<file path="src/rtl/riscv_v_uop_seq_if.sv">
//------------------------------------------------------------------------------
// Module   : riscv_v_uop_seq_if
// Brief    : ID-side instruction handshake and EXE-side micro-op bus of the
//            vector register-group sequencer.
// Revision : 1.0 - initial release
//------------------------------------------------------------------------------
`timescale 1ns/1ps
`default_nettype none

interface riscv_v_uop_seq_if #(
    parameter int VLEN          = 128,
    parameter int MAX_LMUL      = 8,
    parameter int INSTR_WIDTH   = 32,
    parameter int RF_ADDR_WIDTH = 5,
    parameter int VL_WIDTH      = $clog2(VLEN/8*MAX_LMUL)+1
);
    logic                     instr_valid_id;
    logic [INSTR_WIDTH-1:0]   instruction_id;
    logic [8:0]               vtype_id;
    logic [VL_WIDTH-1:0]      vl_id;
    logic                     instr_ready_id;
    logic                     riscv_v_stall;
    logic                     uop_valid_exe;
    logic [INSTR_WIDTH-1:0]   uop_instr_exe;
    logic [RF_ADDR_WIDTH-1:0] uop_vd_exe;
    logic [RF_ADDR_WIDTH-1:0] uop_vs1_exe;
    logic [RF_ADDR_WIDTH-1:0] uop_vs2_exe;
    logic [2:0]               uop_idx_exe;
    logic                     uop_last_exe;
    logic [VLEN/8-1:0]        uop_byte_en_exe;
    logic                     illegal_exe;

    modport master (
        output instr_valid_id, instruction_id, vtype_id, vl_id,
        input  instr_ready_id, riscv_v_stall, uop_valid_exe, uop_instr_exe,
               uop_vd_exe, uop_vs1_exe, uop_vs2_exe, uop_idx_exe,
               uop_last_exe, uop_byte_en_exe, illegal_exe
    );

    modport slave (
        input  instr_valid_id, instruction_id, vtype_id, vl_id,
        output instr_ready_id, riscv_v_stall, uop_valid_exe, uop_instr_exe,
               uop_vd_exe, uop_vs1_exe, uop_vs2_exe, uop_idx_exe,
               uop_last_exe, uop_byte_en_exe, illegal_exe
    );
endinterface

`default_nettype wire

</file>
<file path="src/rtl/riscv_v_uop_seq.sv">
//------------------------------------------------------------------------------
// Module   : riscv_v_uop_seq
// Brief    : Expands one vector instruction into LMUL single-register micro-ops
//            with per-byte write enables derived from vl and SEW.
// Revision : 1.0 - initial release
//------------------------------------------------------------------------------
`timescale 1ns/1ps
`default_nettype none

module riscv_v_uop_seq #(
    parameter int VLEN          = 128,
    parameter int MAX_LMUL      = 8,
    parameter int INSTR_WIDTH   = 32,
    parameter int RF_ADDR_WIDTH = 5,
    parameter int VL_WIDTH      = $clog2(VLEN/8*MAX_LMUL)+1
) (
    input  logic               clk,
    input  logic               rst,
    input  logic               clear_pipe,
    input  logic               riscv_stall,
    riscv_v_uop_seq_if.slave   bus
);
    localparam int C_VLENB   = VLEN/8;
    localparam int C_MAX_LOG = $clog2(MAX_LMUL);
    localparam int C_POS_W   = $clog2(C_VLENB*8)+2;

    typedef enum logic [0:0] {S_IDLE = 1'b0, S_ISSUE = 1'b1} state_t;
    state_t r_state, w_state_nxt;

    logic [INSTR_WIDTH-1:0]   r_instr;
    logic [1:0]               r_sew;
    logic [VL_WIDTH-1:0]      r_vl;
    logic [2:0]               r_lmul_m1;
    logic                     r_vv;
    logic [RF_ADDR_WIDTH-1:0] r_vd, r_vs1, r_vs2;
    logic [2:0]               r_idx;
    logic                     r_last, r_ill;
    logic [C_VLENB-1:0]       r_be;

    logic                     w_in_ready, w_accept, w_advance;
    logic [2:0]               w_vlmul, w_vsew;
    logic [1:0]               w_lmul_log;
    logic [2:0]               w_lmul_m1;
    logic                     w_in_vv, w_misalign, w_illegal;
    logic [INSTR_WIDTH-1:0]   w_src_instr;
    logic [1:0]               w_src_sew;
    logic [VL_WIDTH-1:0]      w_src_vl;
    logic [2:0]               w_src_lmul_m1, w_src_k;
    logic                     w_src_vv;
    logic [RF_ADDR_WIDTH-1:0] w_k_ext, w_nxt_vd, w_nxt_vs1, w_nxt_vs2;
    logic [C_POS_W-1:0]       w_grp_end;
    logic                     w_nxt_last;
    logic [C_VLENB-1:0]       w_nxt_be;
    logic                     w_unused_vtype;

    assign w_unused_vtype = ^bus.vtype_id[8:6];

    assign w_in_ready = !clear_pipe &&
                        (r_state == S_IDLE || (r_state == S_ISSUE && r_last && !riscv_stall));
    assign w_accept   = bus.instr_valid_id && w_in_ready;
    assign w_advance  = (r_state == S_ISSUE) && !riscv_stall && !r_last;

    // Fractional LMUL (1xx) occupies a single register like LMUL=1
    assign w_vlmul    = bus.vtype_id[2:0];
    assign w_vsew     = bus.vtype_id[5:3];
    assign w_lmul_log = w_vlmul[2] ? 2'd0 : w_vlmul[1:0];
    assign w_lmul_m1  = 3'((4'd1 << w_lmul_log) - 4'd1);
    assign w_in_vv    = (bus.instruction_id[6:0] == 7'b1010111) &&
                        (bus.instruction_id[14:12] == 3'b000 || bus.instruction_id[14:12] == 3'b010);
    assign w_misalign = |(RF_ADDR_WIDTH'(bus.instruction_id[11:7])  & RF_ADDR_WIDTH'(w_lmul_m1)) ||
                        |(RF_ADDR_WIDTH'(bus.instruction_id[24:20]) & RF_ADDR_WIDTH'(w_lmul_m1)) ||
                        (w_in_vv && |(RF_ADDR_WIDTH'(bus.instruction_id[19:15]) & RF_ADDR_WIDTH'(w_lmul_m1)));
    assign w_illegal  = (w_vlmul == 3'b100) || (int'(w_lmul_log) > C_MAX_LOG) ||
                        w_vsew[2] || w_misalign;

    // Next micro-op is built from the incoming instruction on accept, else from the snapshot
    assign w_src_instr   = w_accept ? bus.instruction_id : r_instr;
    assign w_src_sew     = w_accept ? w_vsew[1:0]        : r_sew;
    assign w_src_vl      = w_accept ? bus.vl_id          : r_vl;
    assign w_src_lmul_m1 = w_accept ? w_lmul_m1          : r_lmul_m1;
    assign w_src_vv      = w_accept ? w_in_vv            : r_vv;
    assign w_src_k       = w_accept ? 3'd0               : r_idx + 3'd1;

    assign w_k_ext   = RF_ADDR_WIDTH'(w_src_k);
    assign w_nxt_vd  = RF_ADDR_WIDTH'(w_src_instr[11:7])  + w_k_ext;
    assign w_nxt_vs2 = RF_ADDR_WIDTH'(w_src_instr[24:20]) + w_k_ext;
    assign w_nxt_vs1 = w_src_vv ? RF_ADDR_WIDTH'(w_src_instr[19:15]) + w_k_ext
                                : RF_ADDR_WIDTH'(w_src_instr[19:15]);

    // Last when the group is exhausted or the following register holds no element below vl
    assign w_grp_end  = ((C_POS_W'(w_src_k) + C_POS_W'(1)) * C_POS_W'(C_VLENB)) >> w_src_sew;
    assign w_nxt_last = (w_src_k == w_src_lmul_m1) || (w_grp_end >= C_POS_W'(w_src_vl));

    always_comb begin : b_byte_en
        logic [C_POS_W-1:0] pos;
        pos      = '0;
        w_nxt_be = '0;
        for (int b = 0; b < C_VLENB; b++) begin
            pos         = C_POS_W'(w_src_k) * C_POS_W'(C_VLENB) + C_POS_W'(b);
            w_nxt_be[b] = (pos >> w_src_sew) < C_POS_W'(w_src_vl);
        end
    end

    always_ff @(posedge clk) begin
        if (rst) r_state <= S_IDLE;
        else     r_state <= w_state_nxt;
    end

    always_comb begin
        w_state_nxt = r_state;
        if (clear_pipe)
            w_state_nxt = S_IDLE;
        else if (w_accept)
            w_state_nxt = S_ISSUE;
        else if (r_state == S_ISSUE && !riscv_stall && r_last)
            w_state_nxt = S_IDLE;
    end

    always_ff @(posedge clk) begin
        if (rst) begin
            r_instr   <= '0;
            r_sew     <= '0;
            r_vl      <= '0;
            r_lmul_m1 <= '0;
            r_vv      <= 1'b0;
            r_vd      <= '0;
            r_vs1     <= '0;
            r_vs2     <= '0;
            r_idx     <= '0;
            r_last    <= 1'b0;
            r_ill     <= 1'b0;
            r_be      <= '0;
        end else if (clear_pipe) begin
            r_last <= 1'b0;
            r_ill  <= 1'b0;
            r_be   <= '0;
        end else if (w_accept || w_advance) begin
            if (w_accept) begin
                r_instr   <= bus.instruction_id;
                r_sew     <= w_vsew[1:0];
                r_vl      <= bus.vl_id;
                r_lmul_m1 <= w_lmul_m1;
                r_vv      <= w_in_vv;
            end
            r_vd   <= w_nxt_vd;
            r_vs1  <= w_nxt_vs1;
            r_vs2  <= w_nxt_vs2;
            r_idx  <= w_src_k;
            r_ill  <= w_accept && w_illegal;
            r_last <= (w_accept && w_illegal) || w_nxt_last;
            r_be   <= (w_accept && w_illegal) ? '0 : w_nxt_be;
        end
    end

    assign bus.instr_ready_id  = w_in_ready;
    assign bus.riscv_v_stall   = (r_state == S_ISSUE) && !(r_last && !riscv_stall);
    assign bus.uop_valid_exe   = (r_state == S_ISSUE);
    assign bus.uop_instr_exe   = r_instr;
    assign bus.uop_vd_exe      = r_vd;
    assign bus.uop_vs1_exe     = r_vs1;
    assign bus.uop_vs2_exe     = r_vs2;
    assign bus.uop_idx_exe     = r_idx;
    assign bus.uop_last_exe    = r_last;
    assign bus.uop_byte_en_exe = r_be;
    assign bus.illegal_exe     = r_ill;
endmodule

`default_nettype wire

</file>
<file path="src/flat_wrapper.sv">
// flat-port wrapper written by rule: the top's interface ports become plain ports
module riscv_v_uop_seq_flat 
#(
    parameter int VLEN          = 128,
    parameter int MAX_LMUL      = 8,
    parameter int INSTR_WIDTH   = 32,
    parameter int RF_ADDR_WIDTH = 5,
    parameter int VL_WIDTH      = $clog2(VLEN/8*MAX_LMUL)+1
)
  (clk, rst, clear_pipe, riscv_stall, bus_instr_valid_id, bus_instruction_id, bus_vtype_id, bus_vl_id, bus_instr_ready_id, bus_riscv_v_stall, bus_uop_valid_exe, bus_uop_instr_exe, bus_uop_vd_exe, bus_uop_vs1_exe, bus_uop_vs2_exe, bus_uop_idx_exe, bus_uop_last_exe, bus_uop_byte_en_exe, bus_illegal_exe);
  riscv_v_uop_seq_if #(.VLEN(VLEN), .MAX_LMUL(MAX_LMUL), .INSTR_WIDTH(INSTR_WIDTH), .RF_ADDR_WIDTH(RF_ADDR_WIDTH), .VL_WIDTH(VL_WIDTH)) bus_i ();
  input  logic clk;
  input  logic rst;
  input  logic clear_pipe;
  input  logic riscv_stall;
  input wire logic [$bits(bus_i.instr_valid_id)-1:0] bus_instr_valid_id;
  input wire logic [$bits(bus_i.instruction_id)-1:0] bus_instruction_id;
  input wire logic [$bits(bus_i.vtype_id)-1:0] bus_vtype_id;
  input wire logic [$bits(bus_i.vl_id)-1:0] bus_vl_id;
  output wire logic [$bits(bus_i.instr_ready_id)-1:0] bus_instr_ready_id;
  output wire logic [$bits(bus_i.riscv_v_stall)-1:0] bus_riscv_v_stall;
  output wire logic [$bits(bus_i.uop_valid_exe)-1:0] bus_uop_valid_exe;
  output wire logic [$bits(bus_i.uop_instr_exe)-1:0] bus_uop_instr_exe;
  output wire logic [$bits(bus_i.uop_vd_exe)-1:0] bus_uop_vd_exe;
  output wire logic [$bits(bus_i.uop_vs1_exe)-1:0] bus_uop_vs1_exe;
  output wire logic [$bits(bus_i.uop_vs2_exe)-1:0] bus_uop_vs2_exe;
  output wire logic [$bits(bus_i.uop_idx_exe)-1:0] bus_uop_idx_exe;
  output wire logic [$bits(bus_i.uop_last_exe)-1:0] bus_uop_last_exe;
  output wire logic [$bits(bus_i.uop_byte_en_exe)-1:0] bus_uop_byte_en_exe;
  output wire logic [$bits(bus_i.illegal_exe)-1:0] bus_illegal_exe;
  assign bus_i.instr_valid_id = bus_instr_valid_id;
  assign bus_i.instruction_id = bus_instruction_id;
  assign bus_i.vtype_id = bus_vtype_id;
  assign bus_i.vl_id = bus_vl_id;
  assign bus_instr_ready_id = bus_i.instr_ready_id;
  assign bus_riscv_v_stall = bus_i.riscv_v_stall;
  assign bus_uop_valid_exe = bus_i.uop_valid_exe;
  assign bus_uop_instr_exe = bus_i.uop_instr_exe;
  assign bus_uop_vd_exe = bus_i.uop_vd_exe;
  assign bus_uop_vs1_exe = bus_i.uop_vs1_exe;
  assign bus_uop_vs2_exe = bus_i.uop_vs2_exe;
  assign bus_uop_idx_exe = bus_i.uop_idx_exe;
  assign bus_uop_last_exe = bus_i.uop_last_exe;
  assign bus_uop_byte_en_exe = bus_i.uop_byte_en_exe;
  assign bus_illegal_exe = bus_i.illegal_exe;
  riscv_v_uop_seq #(.VLEN(VLEN), .MAX_LMUL(MAX_LMUL), .INSTR_WIDTH(INSTR_WIDTH), .RF_ADDR_WIDTH(RF_ADDR_WIDTH), .VL_WIDTH(VL_WIDTH)) u_core (.clk(clk), .rst(rst), .clear_pipe(clear_pipe), .riscv_stall(riscv_stall), .bus(bus_i));
endmodule
</file>
<file path="config.mk">
export PLATFORM = sky130hd
export DESIGN_NAME = riscv_v_uop_seq_flat
export DESIGN_NICKNAME = d
export VERILOG_FILES = /design/src/rtl/riscv_v_uop_seq_if.sv /design/src/rtl/riscv_v_uop_seq.sv /design/src/flat_wrapper.sv
export SDC_FILE = /design/constraint.sdc
export NUM_CORES = 1
export LEC_CHECK = 0
export CAP_MARGIN = 20
export CORE_ASPECT_RATIO = 0.7
export CORE_MARGIN = 4
export CORE_UTILIZATION = 45
export DETAILED_ROUTE_END_ITERATION = 7
export GPL_TIMING_DRIVEN = 0
export MAX_ROUTING_LAYER = met4
export PLACE_DENSITY = 0.89
export SLEW_MARGIN = 20
export SYNTH_ARGS = -nofsm -noshare
export SYNTH_HDL_FRONTEND = slang
export SYNTH_SLANG_ARGS = --single-unit
</file>
<file path="constraint.sdc">
create_clock -name clk -period 3.55 [get_ports clk]
set_clock_uncertainty 0.1 [all_clocks]
set_input_delay 0.5325 -clock clk [delete_from_list [all_inputs] [get_ports clk]]
set_output_delay 0.5325 -clock clk [all_outputs]
set_load 0.02 [all_outputs]
</file>
# Word level (Yosys, flattened, before mapping)
# Index checks and enable logic that the tools add are counted.
[word_totals]
ff_bits = 83
latchBits = 0
mem_bits_rw = 0
romBits = 0
input_bits = 54
out_inout_bits = 71
elab_cells = 123
n_memories = 0
[op_classes]
addsub = 21
mul = 0
n_div = 0
n_lt_le_gt_ge = 17
n_eq_ne = 4
shift = 18
mux = 11
n_bitwise = 5
reduce_logical = 33
[ops]
columns = ["op", "n"]
rows = [
  ["$lt A9 B8 Y1", 16],
  ["$shr A9 B2 Y9", 16],
  ["$add A7 B4 Y8 const B", 8],
  ["$add A7 B3 Y8 const B", 4],
  ["$mux W25", 1],
  ["$add A7 B2 Y8 const B", 2],
  ["$mux W16", 1],
  ["$add A5 B3 Y5", 3],
  ["$and A5 B3 Y5", 3],
  ["$reduce_or A5 Y1", 3],
  ["$logic_and A1 B1 Y1", 12],
  ["$ge A9 B8 Y1", 1],
  ["$logic_or A1 B1 Y1", 9],
  ["$shr A7 B2 Y9", 1],
  ["$add A7 B1 Y8 const B", 1],
  ["$mux W8", 1],
  ["$eq A7 B7 Y1 const B", 1],
  ["$mux W3", 2],
  ["$mux W5", 1],
  ["$add A3 B1 Y4 const B", 1],
  ["$logic_not A1 Y1", 4],
  ["$mux W2", 2],
  ["$add A3 B1 Y3 const B", 1],
  ["$eq A3 B2 Y1 const B", 1],
  ["other kinds (11)", 14],
]

# Logic depth before layout (Yosys ltp)
# Gate-level depths: netlist (run 1).
[depth]
word_depth = 11
mapped_depth = 15

# Least setup slack after synthesis (run 1)
# OpenSTA, ideal clock, no wires.
[synth_path]
path_type = "in2reg"
from = "input clear_pipe"
to = "register u_core.r_be[1] (netlist: u_core.bus.uop_byte_en_exe[1])"
t_arrival_ps = 3272
setup_slack_ps = 119
stages = 14
cell_sequence = "and2b_4 > o21a_1 > buf_6 > buf_4 > buf_2 > buf_2 > mux2i_1 > ha_1 > and3_1 > a211oi_1 > nand2_1 > a31oi_1 > o211a_1 > a22o_1"
[synth_between]
elab_chain_cells = 8
elab_cells_between_ends = 13
classes_between = "add/sub (1); order compare (1); shift (1); mux (4); reduce/logical (6)"
[synth_lines]
columns = ["element", "line_no", "rtl"]
rows = [
  ["start, declared", "flat_wrapper.sv:14", "input logic clear_pipe;"],
  ["$logic_not A1 Y1", "riscv_v_uop_seq.sv:58", "assign w_in_ready = !clear_pipe &&"],
  ["$logic_and A1 B1 Y1", "riscv_v_uop_seq.sv:58", ""],
  ["$logic_and A1 B1 Y1", "riscv_v_uop_seq.sv:60", "assign w_accept = bus.instr_valid_id && w_in_ready;"],
  ["$mux W3", "riscv_v_uop_seq.sv:82", "assign w_src_k = w_accept ? 3'd0 : r_idx + 3'd1;"],
  ["$add A7 B1 Y8", "riscv_v_uop_seq.sv:99", "pos = C_POS_W'(w_src_k) * C_POS_W'(C_VLENB) + C_POS_W'(b);"],
  ["$shr A9 B2 Y9", "riscv_v_uop_seq.sv:100", "w_nxt_be[b] = (pos >> w_src_sew) < C_POS_W'(w_src_vl);"],
  ["$lt A9 B8 Y1", "riscv_v_uop_seq.sv:100", ""],
  ["$mux W16", "riscv_v_uop_seq.sv:151", "r_be <= (w_accept && w_illegal) ? '0 : w_nxt_be;"],
  ["end signal, assigned", "riscv_v_uop_seq.sv:151", ""],
  ["end, declared", "riscv_v_uop_seq.sv:38", "logic [C_VLENB-1:0] r_be;"],
]
# Several ways; a longest one is shown, not always the timed one.
# A chain may end at the register's enable or synchronous reset.

# Worst setup path in the final report (run 1)
[layout_path]
from = "register u_core.r_sew[0]"
to = "register u_core.r_last (netlist: u_core.bus.uop_last_exe)"
[layout_between]
elab_chain_cells = 5
[layout_lines]
columns = ["element", "line_no", "rtl"]
rows = [
  ["start, declared", "riscv_v_uop_seq.sv:31", "logic [1:0] r_sew;"],
  ["start signal, assigned", "riscv_v_uop_seq.sv:140", "r_sew <= w_vsew[1:0];"],
  ["$mux W2", "n/a", ""],
  ["$shr A9 B2 Y9", "riscv_v_uop_seq.sv:91", "assign w_grp_end = ((C_POS_W'(w_src_k) + C_POS_W'(1)) * C_POS_W'(C_VLENB)) >> w_src_sew;"],
  ["$ge A9 B8 Y1", "riscv_v_uop_seq.sv:92", "assign w_nxt_last = (w_src_k == w_src_lmul_m1) || (w_grp_end >= C_POS_W'(w_src_vl));"],
  ["$logic_or A1 B1 Y1", "riscv_v_uop_seq.sv:92", ""],
  ["$logic_or A1 B1 Y1", "riscv_v_uop_seq.sv:150", "r_last <= (w_accept && w_illegal) || w_nxt_last;"],
  ["end signal, assigned", "riscv_v_uop_seq.sv:150", ""],
  ["end, declared", "riscv_v_uop_seq.sv:37", "logic r_last, r_ill;"],
]
# Every way passes these cells.

==> results of run 1 <==
[kinds of logic (layout without fill, tap and decap cells)]
family / after synthesis / in the layout
simple gates: 237 / 237
compound gates: 157 / 157
flops: 83 / 83
buf+inv: 53 / 197
fa+ha+maj: 40 / 40
mux: 19 / 19
xor+xnor: 16 / 16
[worst min-delay path by stage]
stage	slack, ps	cells past startpoint	endpoint
3_5_place_dp	350	2	u_core.bus.uop_instr_exe[29]$_SDFFE_PP0P_
4_1_cts	350	2	u_core.bus.uop_instr_exe[29]$_SDFFE_PP0P_
3_3_place_gp	340	2	u_core.bus.uop_instr_exe[26]$_SDFFE_PP0P_
2_1_floorplan	350	2	u_core.r_lmul_m1[1]$_SDFFE_PP0P_
6_report	360	2	u_core.bus.uop_instr_exe[25]$_SDFFE_PP0P_
5_1_grt	370	2	u_core.bus.uop_instr_exe[25]$_SDFFE_PP0P_
[report_power, final]
| part | internal (mW) | leakage [nW] | switching (mW) |
|---|---|---|---|
| Combinational | 0.326 | 1.90 | 0.434 |
| Clock | 0.618 | 0.149 | 0.398 |
| Sequential | 0.979 | 0.677 | 0.0346 |
| Total | 1.92 | 2.73 | 0.868 |
[timing repair]
item                                   in CTS  in global routing
endpoints found under the hold margin       0                  0
buffers inserted                           11                  0
resized for setup                          36                 15
setup endpoints to repair                  20                 19
[area by class of cell]
| cell class | instances | area, µm² | share of cell area |
|---|---|---|---|
| Multi-Input combinational cell | 469 | 3040 | 0.451 |
| Sequential cell | 83 | 1660 | 0.246 |
| Timing Repair Buffer | 131 | 1290 | 0.191 |
| Clock buffer | 10 | 229 | 0.0339 |
| Buffer | 36 | 221 | 0.0328 |
| Tap cell | 132 | 165 | 0.0245 |
| Clock inverter | 6 | 88.8 | 0.0132 |
| Inverter | 14 | 52.6 | 0.00779 |
[per-stage QoR]
stage               hold WS, ps  setup WS, ps  std cells  setup TNS, ps  cell area, µm²
floorplan                   349           119        605              0            4810
global placement            342         -1160        857         -17910            6170
finish                      356           154        881              0            6750
global route                373          10.2        881              0            6750
detailed placement          346         -1260        857         -20480            6170
CTS                         355          8.64        883              0            6710
[sequential cells by signal (all words and copies together), names as in the netlist]
signal / flops
u_core.bus.uop_instr_exe: 32
u_core.bus.uop_byte_en_exe: 16
u_core.r_vl: 8
u_core.bus.uop_vd_exe: 5
u_core.bus.uop_vs1_exe: 5
u_core.bus.uop_vs2_exe: 5
u_core.bus.uop_idx_exe: 3
u_core.r_lmul_m1: 3
u_core.r_sew: 2
u_core.bus.illegal_exe: 1
u_core.bus.uop_last_exe: 1
u_core.bus.uop_valid_exe: 1
u_core.r_vv: 1
[per-layer routing]
| layer | vias to the layer above | global-route usage | wire length (µm) |
|---|---|---|---|
| li1 | 2430 | - | - |
| met1 | 2529 | 0.378 | 7710 |
| met2 | 318 | 0.402 | 7420 |
| met3 | 38 | 0.0708 | 1730 |
| met4 | 0 | 0.0691 | 323 |
| met5 | - | - | 0 |
[critical path, cell delays in order (launching register included)]
cell and delay, ps:
dfxtp_1 610, inv_1 240, o22ai_1 300, nor2_2 90, buf_4 200, xnor2_1 220, a21oi_1 110, nor3_2 210
ha_1 310, a21oi_1 140, nand2_1 70, a21oi_1 180, o2111ai_1 170, o221a_2 340
[placed cells by master (no fill, tap or decap), types with 3 or more instances in the layout]
master,instances
buf_4,15
and3_1,15
o2111ai_1,4
dfxtp_1,83
o21a_1,3
o211ai_1,4
nor2b_1,5
clkdlybuf4s50_1,117
a211o_1,3
mux2i_1,11
a21o_1,8
inv_1,12
a211oi_1,6
xor2_1,3
clkbuf_1,15
nand4_1,14
buf_2,6
nand2_1,113
a22o_1,5
a21oi_1,66
and2_1,4
clkbuf_16,9
buf_1,3
nor2_1,51
nand3_1,9
o21ai_0,19
nand2b_1,4
o311ai_0,3
a31oi_1,10
ha_1,36
a32o_1,10
xnor2_1,13
mux2i_4,7
nor3_1,7
==> impl_results.md, run 1 <==
* Status: finished, final reports clean
* CP endpoint kind: flip-flop
* Reg2reg start: u_core.r_sew[0]$_SDFFE_PP0P_
* Mapped cell area at roughly 4800 µm²
* Slew headroom at 0.423
* Total power at ~2.8 mW
* Core box area at between 10000 and 15000 µm²
* Synth Area in Compound Gates at 0.209
* Post-route minimum period at between 3000 and 4000 ps
* Crit path from: u_core.r_sew[0]$_SDFFE_PP0P_
* Peak VDD IR at roughly 0.29 mV
* Remaining Overflow, GRT at 0
* Lkg Pwr at 2.73 nW
* Wire length per cell at just under 20 µm
* Critical Path AT at 3530 ps
* Share of cells above drive strength 1 at 0.0948
* Worst skew pair latency at between 300 and 400 ps
* Routed WL at between 15000 and 20000 µm
* Reg-to-Reg End: u_core.bus.uop_last_exe$_SDFFE_PP0N_
* Slew Limit Fails at 0
* H-tree depth at 3
* Final-report hold violation count at 0
* Cell taking the most area after synthesis: dfxtp_1
* Number of synthesized flops with an enable pin at 0
* Asr flop ratio synth at 0
* DIE AREA at between 10000 and 15000 µm²
* Antenna Violating Nets Remaining at 0
* Area contributors post-synth: dfxtp_1 35%, ha_1 9.9%, nand2_1 8.8%
* CP Class: reg -> reg
* Iteration-0 DRC count of the detailed router at 609
* Area Overhead vs Synth at 40.4%
* Total CTS buffers at 9
* Power density over the cells at approximately 410 nW/µm²
* Mapped Cells at approximately 600
* Max cap viols at 0
* Largest family of logic cells by synthesized area: simple AND/OR/NAND/NOR gates
* Adder-cell area share of the yosys netlist at 0.103
* N_diodes at 0
* # setup viols final at 0
* Post-Synth XOR/XNOR Area at 0.0291
* Startpoint type of the worst setup path: flip-flop
* Final core occ at 0.649
* Max Fclk at a little under 300 MHz
* Synth top area share at 0.346
* Ys flop type: dfxtp_1
* Syn Nets at between 600 and 700
* Clk sink count at between 80 and 90
* Crit share post-route at 0.957
* Pre-antenna DRT Iters at 6
* Final #Nets at around 840
* First-pass GRT wire length at 26500 µm
* Initial core utilization at 0.463
* R2R setup slack at 150 ps
* Req. time, crit path at 3680 ps
* GP Congestion at roughly 0.95
* Number of buffers on the longest clock path at 2
* Unrepaired setup endpoints after global routing: false
* Mux share of post-synthesis cell area at 0.0450
* Die height at ~94 µm
* Die width at approximately 130 µm
* Hold Path Class: reg -> reg
* Row count at 31
* Largest net degree at the start of global routing at 15
* R2R depth at 13
* DP HPWL at 13000 µm
* Initial antenna violation count at 0
* Reg clk slew, reported paths at ~60 ps
* Hold_sp: u_core.bus.uop_instr_exe[25]$_SDFFE_PP0P_
* YS warnings at 0
* Total GRT Usage at 0.274
* PortBufs at 120
* Synth Register Bits at between 80 and 90
* Via Count at around 5300
* Sequential fraction of the synthesis area at 0.346
* CTS tree: built
* Vias per cell at 6.03
* # IOs at roughly 130
* Worst slew pin tran at approximately 840 ps
* Filler cells at ~880
* Hold_buf cts at 0
* Most frequent cell after synthesis: nand2_1
* Commonest cells post-synth: 113 x nand2_1, 83 x dfxtp_1, 67 x a21oi_1, 53 x nor2_1, 38 x ha_1
* Clock root cell: clkbuf_16
* Synth Area in Simple Gates at 0.220
* Vias in the first global route at just over 5000
* Syn_area_per_cell at ~8 µm²
* Post-synth cell types at 56
* CP max FO at 12
* Residual DRC at 0
* CP Capture Point: u_core.bus.uop_last_exe$_SDFFE_PP0N_
No activity file was read; power rests on OpenSTA's default activity.
==> run 2: changes to the inputs <==
--- a/config.mk
+++ b/config.mk
@@ -11,7 +11,6 @@
 export CORE_UTILIZATION = 45
 export DETAILED_ROUTE_END_ITERATION = 7
 export GPL_TIMING_DRIVEN = 0
-export MAX_ROUTING_LAYER = met4
 export PLACE_DENSITY = 0.89
 export SLEW_MARGIN = 20
 export SYNTH_ARGS = -nofsm -noshare
==> run 2 against run 1 <==
Compared with the run above: final cell count increased by 0.45%; hold slack better by 3.1 ps; via count decreased by 3.1%; highest routed layer unchanged; combinational power is essentially flat; first-iteration DRC count rose by 0.16%; clock power is 11% lower.
==> impl_results.md, run 2 (synthesis results as in run 1) <==
* Max reg flops at 32
* Power density over the cells at ~400 nW/µm²
* CP peak stage delay at approximately 570 ps
* Die height at around 94 µm
* CTS tree: built
* R2R setup slack at 240 ps
* Clock root cell: clkbuf_16
* R2R depth at 13
* Worst slew pin tran at between 700 and 800 ps
* Cell mode on critical path: a21oi_1
* Unrepaired setup endpoints after global routing: false
* Antenna Violating Nets Remaining at 0
* CP endpoint kind: flip-flop
* Max Fclk at between 300 and 400 MHz
* DIE AREA at ~12000 µm²
* Reg clk slew, reported paths at roughly 70 ps
* GR Util met3 at 0.0852
* Clock network power share at 0.339
* Hold Path Class: reg -> reg
* Max cap viols at 0
* Setup TNS at 0 ps
* Via Count at roughly 5000
* Iteration-0 DRC count of the detailed router at a little over 600
* Req. time, crit path at between 3000 and 4000 ps
* Die width at around 130 µm
* DP Cell Count at roughly 860
* Startpoint type of the worst setup path: flip-flop
* Lkg Pwr at 2.73 nW
* # IOs at ~130
* Vias per cell at ~5.8
* Share of cells above drive strength 1 at 0.0996
* Routed WL at between 15000 and 20000 µm
* Remaining Overflow, GRT at 0
* Peak VDD IR at ~0.29 mV
* Total CTS buffers at 9
* Area Overhead vs Synth at 40.1%
* N_diodes at 0
* Reg2reg start: u_core.r_sew[0]$_SDFFE_PP0P_
* Pre-antenna DRT Iters at 5
* PortBufs at 120
* Residual DRC at 0
* Critical Path AT at ~3400 ps
* GP Congestion at ~0.96
* Reg power frac at 0.378
* Total GRT Usage at 0.269
* First-pass GRT wire length at around 27000 µm
* Crit path cell chain: inv_1 -> o22ai_1 -> nor2_2 -> buf_6 -> xnor2_1 -> a21oi_1 -> nor3_2 -> ha_1 -> a21oi_1 -> nand2_1 -> a21oi_1 -> o2111ai_1 -> o221a_2
* Reg-to-Reg End: u_core.bus.uop_last_exe$_SDFFE_PP0N_
* Psw at around 0.9 mW
* Initial antenna violation count at 0
* Crit share post-route at 0.931
* Place WS at -1210 ps
* Vias in the first global route at around 5000
* Slew headroom at 0.464
* Sw Ratio at 0.332
* Final WS setup at around 240 ps
* Number of buffers on the longest clock path at 2
* Wire length per cell at between 15 and 20 µm
* H-tree depth at 3
* Post-route minimum period at approximately 3300 ps
* Most common cell after layout, fill and taps aside: clkdlybuf4s50_1
* Hold_buf cts at 0
* GR Util met1 at 0.373
* Hold slack at 359 ps
* Row count at 31
* Hold_sp: u_core.bus.uop_instr_exe[25]$_SDFFE_PP0P_
* Gr busiest metal: met2
* Final #Nets at 840
* Comb pwr share at 0.283
* Slew Limit Fails at 0
* # setup viols final at 0
* Largest net degree at the start of global routing at 17
* Met2 usage at 0.409
* Worst skew pair latency at 340 ps
* Core box area at 10400 µm²
* DP HPWL at between 10000 and 15000 µm
* Initial core utilization at 0.463
* Int Pwr at approximately 1.8 mW
* CP max stage cell: dfxtp_1
* Fin cells at 885
* CP Class: reg -> reg
* Status: finished, final reports clean
* Hold endpoint: u_core.bus.uop_instr_exe[25]$_SDFFE_PP0P_
* Final-report hold violation count at 0
* Worst hold path stage count at 2
* Clk sink count at between 80 and 90
* Commonest non-fill, non-tap cells in the layout: 117 x clkdlybuf4s50_1, 113 x nand2_1, 83 x dfxtp_1
* CP max FO at 12
run 2: cell types whose count changed in the layout (fill, tap and decap cells not counted), moves of 2 or more:
| cell | delta |
|---|---|
| inv_6 | +2 |
| buf_4 | +2 |
| buf_6 | +2 |
| bufinv_16 | -2 |
run 2: layer usage:
| metal | vias to the layer above | wire, µm | part of all wire |
|---|---|---|---|
| met4 | 0 | 153 | 0.0091 |
| met3 | 15 | 1840 | 0.11 |
| met2 | 272 | 7310 | 0.43 |
| li1 | 2443 | - | - |
| met1 | 2419 | 7530 | 0.45 |
| met5 | - | 0 | 0 |
run 2: per-stage QoR:
stage / total power, mW / cell area [µm²] / util
2_1_floorplan: 1.44 / 4810 / -
3_3_place_gp: 1.70 / 6170 / 0.594
3_5_place_dp: 1.72 / 6170 / 0.594
4_1_cts: 2.66 / 6680 / 0.643
5_1_grt: 2.79 / 6740 / 0.648
6_report: 2.68 / 6740 / 0.648
run 2: layout make-up:
type / count / area, µm²
fill: 856 / 3660
multi-input combinational: 469 / 3040
inverter: 14 / 52.6
tap: 132 / 165
clock inverter: 7 / 57.6
timing repair buffer: 134 / 1310
buffer: 37 / 225
clock buffer: 9 / 225
sequential: 83 / 1660
run 2: worst max-delay path by stage:
stage                                             from                                          to  slack (ps)  cells past startpoint
after detailed placement                    clear_pipe  u_core.bus.uop_byte_en_exe[1]$_SDFFE_PP0N_       -1210                     15
after CTS                                   clear_pipe  u_core.bus.uop_byte_en_exe[1]$_SDFFE_PP0N_          10                     16
after floorplan                             clear_pipe  u_core.bus.uop_byte_en_exe[1]$_SDFFE_PP0N_         120                     14
after global routing      u_core.r_sew[0]$_SDFFE_PP0P_        u_core.bus.uop_last_exe$_SDFFE_PP0N_          30                     13
after global placement                      clear_pipe  u_core.bus.uop_byte_en_exe[1]$_SDFFE_PP0N_       -1150                     15
final                     u_core.r_sew[0]$_SDFFE_PP0P_        u_core.bus.uop_last_exe$_SDFFE_PP0N_         240                     13
run 2: worst max-delay path: cells and delay by family, from the launching register on:
kind	cells	cell delay (ps)
compound gates	6	1230
flops	1	570
buf+inv	2	380
simple gates	3	380
fa+ha+maj	1	310
xor+xnor	1	200
run 2: repair_timing:
action | in CTS | in global routing
hold endpoints to repair | 0 | 0
cloned | 0 | 0
pin swaps | 0 | 1
endpoints found under the setup margin | 20 | 18
resized for setup | 32 | 21
buffers inserted | 11 | 3
run 2: power groups by stage:
stage | sequential, mW | clock, mW | combinational [mW]
5_1_grt | 1.02 | 0.956 | 0.820
3_3_place_gp | 1.03 | 0 | 0.671
6_report | 1.01 | 0.909 | 0.758
2_1_floorplan | 1.07 | 0 | 0.364
3_5_place_dp | 1.03 | 0 | 0.688
4_1_cts | 1.01 | 0.916 | 0.733
